`config.mk`:
```
export PLATFORM = sky130hd
export DESIGN_NAME = shared_bus_arbiter_flat
export DESIGN_NICKNAME = d
export VERILOG_FILES = /design/src/rtl/shared_bus_arbiter_if.sv /design/src/rtl/shared_bus_arbiter.sv /design/src/flat_wrapper.sv
export SDC_FILE = /design/constraint.sdc
export NUM_CORES = 1
export LEC_CHECK = 0
export CAP_MARGIN = 20
export CORE_MARGIN = 2
export CORE_UTILIZATION = 40
export CTS_BUF_LIST = sky130_fd_sc_hd__clkbuf_16
export CTS_CLUSTER_SIZE = 40
export DETAILED_ROUTE_END_ITERATION = 12
export PLACE_DENSITY = 0.8
export SLEW_MARGIN = 20
export SYNTH_ARGS = -nofsm -noshare
export SYNTH_HDL_FRONTEND = slang
export SYNTH_SLANG_ARGS = --single-unit
```
`constraint.sdc`:
```
create_clock -name clk -period 2.1 [get_ports clk]
set_input_delay 0.315 -clock clk [delete_from_list [all_inputs] [get_ports clk]]
set_output_delay 0.315 -clock clk [all_outputs]
set_load 0.01 [all_outputs]
```
`src/rtl/shared_bus_arbiter_if.sv`:
```
// Handshake bundle between the requesters, the arbiter and the shared output bus.
// The master side drives requests and out_ready; the slave side (arbiter) drives grants and the bus.
interface shared_bus_arbiter_if #(
    parameter int unsigned N_REQ  = 4,
    parameter int unsigned DATA_W = 16
);
    localparam int unsigned OWNER_W = (N_REQ > 1) ? $clog2(N_REQ) : 1;

    logic [N_REQ-1:0]        req;
    logic [N_REQ*DATA_W-1:0] req_data;
    logic [N_REQ-1:0]        req_last;
    logic [N_REQ-1:0]        gnt;
    logic                    out_valid;
    logic [DATA_W-1:0]       out_data;
    logic                    out_last;
    logic [OWNER_W-1:0]      out_owner;
    logic                    out_ready;

    modport master (
        output req, req_data, req_last, out_ready,
        input  gnt, out_valid, out_data, out_last, out_owner
    );

    modport slave (
        input  req, req_data, req_last, out_ready,
        output gnt, out_valid, out_data, out_last, out_owner
    );
endinterface

```
`src/rtl/shared_bus_arbiter.sv`:
```
// Round-robin arbiter moving one owner's beats at a time onto a single registered output bus.
// Ownership ends on a last beat, a hold limit, or the owner withdrawing its request.
module shared_bus_arbiter #(
    parameter int unsigned N_REQ    = 4,
    parameter int unsigned DATA_W   = 16,
    parameter int unsigned MAX_HOLD = 4
) (
    input  logic                 clk,
    input  logic                 rst_n,
    shared_bus_arbiter_if.slave  bus
);
    localparam int unsigned OWNER_W = (N_REQ > 1) ? $clog2(N_REQ) : 1;
    localparam int unsigned CNT_W   = 8;

    typedef enum logic {
        ST_IDLE = 1'b0,
        ST_BUSY = 1'b1
    } state_t;

    state_t               r_state;
    state_t               w_next_state;
    logic [OWNER_W-1:0]   r_owner;
    logic [OWNER_W-1:0]   r_last_owner;
    logic [CNT_W-1:0]     r_beat_cnt;
    logic                 r_out_valid;
    logic [DATA_W-1:0]    r_out_data;
    logic                 r_out_last;
    logic [OWNER_W-1:0]   r_out_owner;

    logic                 w_any_req;
    logic [OWNER_W-1:0]   w_sel;
    logic                 w_accept;
    logic                 w_release;
    logic                 w_force_last;
    logic [N_REQ-1:0]     w_gnt;
    logic [DATA_W-1:0]    w_data_arr [N_REQ];

    for (genvar g = 0; g < N_REQ; g++) begin : g_split
        assign w_data_arr[g] = bus.req_data[g*DATA_W +: DATA_W];
    end

    assign w_any_req = |bus.req;

    // First set request searching upward from last_owner+1, wrapping.
    always_comb begin : rr_search
        int unsigned k;
        logic        found;
        w_sel = r_last_owner;
        found = 1'b0;
        k     = 0;
        for (int unsigned i = 1; i <= N_REQ; i++) begin
            k = 32'(r_last_owner) + i;
            if (k >= N_REQ) begin
                k = k - N_REQ;
            end
            if (!found && bus.req[OWNER_W'(k)]) begin
                found = 1'b1;
                w_sel = OWNER_W'(k);
            end
        end
    end

    // Next-state, accept and release decisions.
    always_comb begin
        w_next_state = r_state;
        w_accept     = 1'b0;
        w_release    = 1'b0;
        w_force_last = 1'b0;
        w_gnt        = '0;
        case (r_state)
            ST_IDLE: begin
                if (w_any_req) begin
                    w_next_state = ST_BUSY;
                end
            end
            ST_BUSY: begin
                w_force_last = ((9'(r_beat_cnt) + 9'd1) == 9'(MAX_HOLD));
                if (bus.req[r_owner]) begin
                    w_accept = !r_out_valid || bus.out_ready;
                    if (w_accept) begin
                        w_gnt[r_owner] = 1'b1;
                        w_release      = bus.req_last[r_owner] || w_force_last;
                    end
                end else begin
                    w_release = 1'b1;
                end
                if (w_release) begin
                    w_next_state = ST_IDLE;
                end
            end
            default: w_next_state = ST_IDLE;
        endcase
    end

    always_ff @(posedge clk or negedge rst_n) begin
        if (!rst_n) begin
            r_state <= ST_IDLE;
        end else begin
            r_state <= w_next_state;
        end
    end

    // Ownership bookkeeping; beat_cnt saturates at the hold limit.
    always_ff @(posedge clk or negedge rst_n) begin
        if (!rst_n) begin
            r_owner      <= '0;
            r_last_owner <= OWNER_W'(N_REQ - 1);
            r_beat_cnt   <= '0;
        end else begin
            if (r_state == ST_IDLE && w_any_req) begin
                r_owner    <= w_sel;
                r_beat_cnt <= '0;
            end else if (w_accept && (r_beat_cnt < CNT_W'(MAX_HOLD))) begin
                r_beat_cnt <= r_beat_cnt + 8'd1;
            end
            if (w_release) begin
                r_last_owner <= r_owner;
            end
        end
    end

    // Output stage drains independently of ownership.
    always_ff @(posedge clk or negedge rst_n) begin
        if (!rst_n) begin
            r_out_valid <= 1'b0;
            r_out_data  <= '0;
            r_out_last  <= 1'b0;
            r_out_owner <= '0;
        end else if (w_accept) begin
            r_out_valid <= 1'b1;
            r_out_data  <= w_data_arr[r_owner];
            r_out_last  <= bus.req_last[r_owner] || w_force_last;
            r_out_owner <= r_owner;
        end else if (r_out_valid && bus.out_ready) begin
            r_out_valid <= 1'b0;
        end
    end

    assign bus.gnt       = w_gnt;
    assign bus.out_valid = r_out_valid;
    assign bus.out_data  = r_out_data;
    assign bus.out_last  = r_out_last;
    assign bus.out_owner = r_out_owner;

endmodule

```
`src/flat_wrapper.sv`:
```
// flat-port wrapper written by rule: the top's interface ports become plain ports
module shared_bus_arbiter_flat 
#(
    parameter int unsigned N_REQ    = 4,
    parameter int unsigned DATA_W   = 16,
    parameter int unsigned MAX_HOLD = 4
)
  (clk, rst_n, bus_req, bus_req_data, bus_req_last, bus_out_ready, bus_gnt, bus_out_valid, bus_out_data, bus_out_last, bus_out_owner);
  shared_bus_arbiter_if #(.N_REQ(N_REQ), .DATA_W(DATA_W)) bus_i ();
  input  logic clk;
  input  logic rst_n;
  input wire logic [$bits(bus_i.req)-1:0] bus_req;
  input wire logic [$bits(bus_i.req_data)-1:0] bus_req_data;
  input wire logic [$bits(bus_i.req_last)-1:0] bus_req_last;
  input wire logic [$bits(bus_i.out_ready)-1:0] bus_out_ready;
  output wire logic [$bits(bus_i.gnt)-1:0] bus_gnt;
  output wire logic [$bits(bus_i.out_valid)-1:0] bus_out_valid;
  output wire logic [$bits(bus_i.out_data)-1:0] bus_out_data;
  output wire logic [$bits(bus_i.out_last)-1:0] bus_out_last;
  output wire logic [$bits(bus_i.out_owner)-1:0] bus_out_owner;
  assign bus_i.req = bus_req;
  assign bus_i.req_data = bus_req_data;
  assign bus_i.req_last = bus_req_last;
  assign bus_i.out_ready = bus_out_ready;
  assign bus_gnt = bus_i.gnt;
  assign bus_out_valid = bus_i.out_valid;
  assign bus_out_data = bus_i.out_data;
  assign bus_out_last = bus_i.out_last;
  assign bus_out_owner = bus_i.out_owner;
  shared_bus_arbiter #(.N_REQ(N_REQ), .DATA_W(DATA_W), .MAX_HOLD(MAX_HOLD)) u_core (.clk(clk), .rst_n(rst_n), .bus(bus_i));
endmodule
```
==> results of run 1 <==
[power by group]
group          switching, W  internal, W
sequential         0.000212     0.000926
combinational      0.000944      0.00135
clock              0.000264     0.000551
[metrics by stage]
stage                     setup TNS, ps  total power (W)  setup WS (ps)  instance area, µm²  instances
after global placement            -4530          0.00334           -276                3040        316
after CTS                             0          0.00425         0.0129                3190        324
after detailed placement          -5380          0.00341           -291                3040        316
after global routing                  0          0.00450           4.05                3210        324
after floorplan                       0          0.00256            261                1960        148
final                                 0          0.00425           64.3                3210        324
[cell type report]
cell class	instances	area, µm²	share of cell area [%]
timing repair buffer	111	1070	33.2
multi-input combinational	104	1070	33.2
sequential	33	828	25.8
clock buffer	5	125	3.89
tap	67	83.8	2.61
clock inverter	3	37.5	1.17
inverter	1	3.75	0.117
[worst paths after layout]
kind / startpoint / to / slack (ps)
worst max-delay path: bus_req[3] / bus_gnt[3] / 60
worst max register to register: u_core.r_owner[1]$_DFFE_PN0P_ / u_core.bus.out_data[14]$_DFFE_PN0P_ / 150
worst min-delay path: rst_n / u_core.bus.out_data[10]$_DFFE_PN0P_ / 200
max in group asynchronous: rst_n / u_core.r_last_owner[0]$_DFFE_PN1P_ / 1280
worst min register to register: u_core.bus.out_owner[0]$_DFFE_PN0P_ / u_core.bus.out_owner[0]$_DFFE_PN0P_ / 480
min in group clk: u_core.bus.out_owner[0]$_DFFE_PN0P_ / u_core.bus.out_owner[0]$_DFFE_PN0P_ / 480
[kinds of logic after synthesis]
family | after synthesis | share of synthesized area, %
AOI/OAI and AO/OA | 19 | 6.85
xor gates and xnor gates | 2 | 0.896
adders and majority gates | 2 | 1.28
buffers and inverters | 11 | 4.03
DFF | 33 | 42.4
muxes | 35 | 32.4
and+or+nand+nor | 46 | 12.2
[timing repair]
| action | CTS | global route |
|---|---|---|
| endpoints found under the setup margin | 4 | 15 |
| gates cloned | 0 | 0 |
| pin swaps | 1 | 0 |
| resized for setup | 17 | 5 |
| buffers inserted | 0 | 0 |
[flip-flops by register name (all words and copies together) (netlist names)]
| name | flops |
|---|---|
| u_core.bus.out_data | 16 |
| u_core.r_last_owner | 2 |
| u_core.bus.out_valid | 1 |
| u_core.r_owner | 2 |
| u_core.r_beat_cnt | 8 |
| u_core.bus.out_last | 1 |
| u_core.r_state | 1 |
| u_core.bus.out_owner | 2 |
[layer usage]
metal,wire (µm),up-vias
met5,0,-
met4,82,0
met3,108,8
met2,3080,24
met1,2190,822
li1,-,780
[critical path: stages]
cell             delay [ps]
clkdlybuf4s50_1         420
mux4_2                  530
nand2_2                  90
nor2_1                   60
and3_1                  180
buf_2                   130
[placed cells by master, fill, tap and decap left out, types with 3 or more instances in the layout]
master / n
a21oi_1: 5
a31oi_1: 3
buf_2: 4
buf_4: 11
clkbuf_16: 5
clkdlybuf4s50_1: 94
dfrtp_1: 31
mux2_1: 3
mux2_2: 4
mux2_4: 10
mux4_2: 18
nand2_1: 13
nand2b_1: 4
nand3_1: 4
nor2_1: 8
nor2b_1: 6
nor3_1: 4
o21ai_0: 3
==> flow_summary_export.csv, run 1 <==
group,metric,value,unit
synth,synth_cell_types,37,
synth,synth_nets,225,
global_routing,grt_pass1_wl,8380,µm
power,ir_drop,843,µV
synth,yosysWarnings,0,
sta,tightest_slew,402,ps
routing,totalWireLength,5460,µm
sta,timing.slew.headroom,73.0,%
global_routing,gr-max-usage-layer,"met2",
floorplan,die_y,73.9,µm
cts,holdBufCountCts,0,
global_routing,overflow,0,
cells_and_area,area_delta_synth_final,64.4,%
run,drv_cap,0,
synth,synth_area,1960,µm²
floorplan,coreArea,4720,µm²
sta,period_share,96.9,%
sta,hold_violations,0,
setup_path,worst-setup-path-type,"primary input to primary output",
global_routing,use_met2,35.5,%
cts,clock_sinks,33,
synth,yosys_register_bits,33,
synth,ys.flop_type,"dfrtp_1",
cts,h-tree-depth,2,
synth,synth_top_cell_by_area,"dfrtp_1",
routing,detail_route.iter0.violations,94,
synth,synth_edf_count,0,
cts,cts.clk_slew.worst_paths,50,ps
run_status,status,"complete, no violations",
setup_path,reg2regPathDepth,5,
floorplan,die_w,73.9,µm
routing,ant_nets,0,
routing,vias,1634,
sta,period_minus_slack,2040,ps
synth,synthTopCellsByArea,"dfrtp_1 (40%), mux4_2 (21%), mux2_4 (7.7%), dfstp_2 (2.7%), nand2_1 (2.7%)",
synth,synthArstFlopShare,100,%
routing,drc,0,
sta,rsz0062_at_grt,"no",
floorplan,rows,25,
setup_path,start_kind,"primary input",
power,leakage,1.35,nW
cells_and_area,insertedDiodeCount,0,
synth,synth_top_area_share,39.7,%
sta,fmax,491,MHz
routing,via_per_inst,5.04,
cells_and_area,drive_gt1_share,24.1,%
setup_path,cp.arrival,1720,ps
cts,clk_path_buf_depth,2,
sta,holdWs,199,ps
worst_hold_path,worst_hold_path_type,"primary input to async pin",
routing,routedWlPerCell,16.9,µm
cts,root_buffer,"clkbuf_16",
synth,postSynthAreaPerCell,13.2,µm²
global_routing,grtUsageTotal,20.5,%
cts,numCtsBuffers,5,
sta,slew_viol_final,0,
cells_and_area,final_net_count,333,
global_routing,grt_antenna_before_repair,0,
power,powerDensity,1320,nW/µm²
sta,fin_worst_skew,5.49,ps
placement,io_buffers,98,
setup_path,worstSetupEndpointType,"primary output",
synth,yosysMostFrequentCell,"dfrtp_1",
global_routing,use_met3,3.84,%
cells_and_area,fill_cells,336,
synth,postSynthCellCount,148,
global_routing,use_met1,25.3,%
cells_and_area,final_util,68.1,%
sta,setup_viol,0,
setup_path,crit_path_max_fanout,3,
floorplan,ios,99,
setup_path,cp.required,1780,ps
cts,cts_tree,"done",
synth,netlist_top_cells_count,"dfrtp_1 (31), mux4_2 (18), nand2_1 (14)",
global_routing,grt_max_degree,33,
routing,dr.pass1.iters,4,
floorplan,start_util,41.4,%
cts,clkLatencyLatePin,280,ps
synth,seq_area_frac_synth,42.4,%
placement,place_congestion,0.776,
placement,hpwl,3990,µm
floorplan,die_area,5460,µm²
global_routing,grt_pass1_vias,1688,
Power figures use the tool's default switching activity.
==> inputs of run 2 (changes only) <==
--- a/config.mk
+++ b/config.mk
@@ -5,13 +5,14 @@
 export SDC_FILE = /design/constraint.sdc
 export NUM_CORES = 1
 export LEC_CHECK = 0
+export ABC_AREA = 1
 export CAP_MARGIN = 20
 export CORE_MARGIN = 2
 export CORE_UTILIZATION = 40
 export CTS_BUF_LIST = sky130_fd_sc_hd__clkbuf_16
 export CTS_CLUSTER_SIZE = 40
 export DETAILED_ROUTE_END_ITERATION = 12
-export PLACE_DENSITY = 0.8
+export PLACE_DENSITY = 0.77
 export SLEW_MARGIN = 20
 export SYNTH_ARGS = -nofsm -noshare
 export SYNTH_HDL_FRONTEND = slang
==> run 2 against run 1 <==
Via count rose by 62%. Maximum frequency down 1.2%. Clock skew barely moved. Synthesized cell count increased by 120%. First-iteration DRC count rose by 72%. Global-route usage rose by 3.5 points. Combinational power grew 26%. Core utilization fell by 2.4 points. Sequential power about the same. Count of clock-buffer cells in the layout did not move. Clock power down 16%. Sequential share of layout area is 2.5 points lower. Critical endpoint is now bus_gnt[1]. Highest routed layer unchanged.
==> flow_summary_export.csv, run 2 <==
group,metric,value,unit
floorplan,ios,99,
setup_path,reg2regPathDepth,12,
cells_and_area,insertedDiodeCount,0,
cts,cts.clk_slew.worst_paths,50,ps
synth,synth_nets,404,
cells_and_area,final_net_count,520,
synth,postSynthCellCount,327,
cts,cts_tree,"done",
global_routing,grt_max_degree,34,
cts,numCtsBuffers,5,
synth,yosys_register_bits,33,
synth,synth_top_cell_by_area,"dfrtp_1",
sta,slew_viol_final,0,
routing,via_per_inst,5.15,
synth,synth_area,2240,µm²
sta,tightest_slew,431,ps
placement,io_buffers,98,
routing,detail_route.iter0.violations,162,
cts,clk_path_buf_depth,2,
floorplan,coreArea,5440,µm²
routing,ant_nets,0,
synth,synthArstFlopShare,100,%
cts,clkLatencyLatePin,270,ps
cells_and_area,final_cell_mix,"nand2_1 (113), clkdlybuf4s50_1 (93), nand3_1 (60)",
run_status,status,"complete, no violations",
setup_path,crit_path_max_fanout,4,
power,ir_drop,783,µV
routing,drc,0,
power,leakage,1.69,nW
setup_path,worstSetupEndpointType,"primary output",
floorplan,start_util,41.1,%
cts,root_buffer,"clkbuf_16",
synth,synth_top_area_share,34.7,%
routing,dr.pass1.iters,4,
setup_path,start_kind,"primary input",
cells_and_area,largest_reg_flops,16,
cts,clock_sinks,33,
global_routing,overflow,0,
synth,synthTopCellsByArea,"dfrtp_1 (35%), nand2_1 (19%), nand3_1 (13%), nand4_1 (5.0%), nor2_1 (4.0%)",
synth,yosysMostFrequentCell,"nand2_1",
worst_hold_path,worst_hold_path_type,"primary input to async pin",
floorplan,rows,27,
routing,vias,2655,
global_routing,grt_antenna_before_repair,0,
floorplan,die_y,78.8,µm
sta,period_share,98.1,%
power,powerDensity,1320,nW/µm²
global_routing,grtUsageTotal,24.0,%
synth,seq_area_frac_synth,37.0,%
global_routing,grt_pass1_wl,11900,µm
synth,synth_cell_types,28,
routing,totalWireLength,7280,µm
synth,netlist_top_cells_count,"nand2_1 (116), nand3_1 (60), dfrtp_1 (31)",
sta,worst_slack,38.9,ps
synth,synth_edf_count,0,
sta,setup_viol,0,
global_routing,grt_pass1_vias,2610,
power,finalPower,0.00470,W
placement,hpwl,5220,µm
sta,period_minus_slack,2060,ps
sta,fmax,485,MHz
routing,routedWlPerCell,14.1,µm
sta,timing.slew.headroom,71.3,%
cts,h-tree-depth,2,
setup_path,cp.required,1780,ps
cells_and_area,area_delta_synth_final,59.6,%
synth,yosysWarnings,0,
cells_and_area,drive_gt1_share,15.5,%
placement,pre_cts_slack,-419,ps
placement,place_congestion,0.892,
floorplan,die_w,78.8,µm
setup_path,r2r_slack,250,ps
cells_and_area,final_common_cell,"nand2_1",
synth,postSynthAreaPerCell,6.84,µm²
run,drv_cap,0,
synth,ys.flop_type,"dfrtp_1",
setup_path,cp.arrival,1750,ps
sta,fin_worst_skew,5.09,ps
sta,hold_violations,0,
floorplan,die_area,6210,µm²
setup_path,worst-setup-path-type,"primary input to primary output",
-- run 2: cell count changes in the layout (fill, tap and decap cells not counted), moves of 6 or more --
cell	before	now
mux4_2	18	0
mux2_4	10	0
nor2b_1	6	0
nand4_1	0	18
nand3_1	4	60
buf_4	11	29
nand2_1	13	113
inv_1	2	16
nand2_2	1	12
nor2_1	8	22
o21ai_0	3	9
-- run 2: timing repair --
item | in CTS | in global routing
buffers inserted | 9 | 2
endpoints found under the setup margin | 4 | 4
resized for setup | 17 | 11
hold buffers | 0 | 0
pin swaps | 2 | 4
-- run 2: final cells by class --
class	instances	area, µm²
fillers	481	1870
multi-input cells	254	1240
repair buffers	128	1190
flip-flops and latches	33	830
clock buffers	5	125
well taps	72	90.1
inverters	21	78.8
clock inverters	3	12.5
-- run 2: final timing paths --
check | startpoint | to
setup / recovery | bus_req[3] | bus_gnt[1]
hold / removal | rst_n | u_core.bus.out_data[8]$_DFFE_PN0P_
setup reg to reg | u_core.r_beat_cnt[0]$_DFFE_PN0P_ | u_core.r_last_owner[1]$_DFFE_PN1P_
hold reg to reg | u_core.bus.out_data[6]$_DFFE_PN0P_ | u_core.bus.out_data[6]$_DFFE_PN0P_
max in group asynchronous | rst_n | u_core.r_last_owner[0]$_DFFE_PN1P_
min in group clk | u_core.bus.out_data[6]$_DFFE_PN0P_ | u_core.bus.out_data[6]$_DFFE_PN0P_
-- run 2: cells by family (layout without fill, tap and decap cells) --
kind of cell / count (synthesis) / count (layout) / share of synthesized area (%)
AO/OA/AOI/OAI: 16 / 16 / 4.92
XOR/XNOR: 3 / 3 / 1.17
adder cells (fa/ha/maj): 2 / 2 / 1.12
buffers and inverters: 40 / 157 / 8.84
flip-flops: 33 / 33 / 37.0
AND/OR/NAND/NOR: 233 / 233 / 46.9
-- run 2: through the flow --
step	instance area, µm²	utilization (%)	instances	setup TNS, ps	hold slack [ps]
6_report	3570	65.6	516	0	443
2_1_floorplan	2240	-	327	0	19.4
3_3_place_gp	3330	61.3	497	-1420	453
3_5_place_dp	3330	61.3	497	-1660	458
5_1_grt	3570	65.6	516	-203	485
4_1_cts	3530	65.0	514	-58.7	463
-- run 2: power breakdown --
part	switching (W)	total, W	internal, W
sequential	0.000224	0.00112	0.000901
combinational	0.00159	0.00289	0.00130
clock	0.000257	0.000685	0.000428
total	0.00207	0.00470	0.00263
-- run 2: routing by layer --
layer	global-route usage, %	vias to the layer above	wire length (µm)
met3	2.95	13	352
met4	6.84	0	150
li1	-	1302	-
met1	30.7	1247	2990
met2	42.5	93	3790
met5	0	-	0
-- run 2: worst max-delay path, cell delays in order --
cell	delay (ps)
clkdlybuf4s50_1	500
nand3_1	150
o2111ai_4	160
nand2_4	80
nor2_4	110
buf_6	130
nand2_1	70
nor2_1	90
buf_2	140
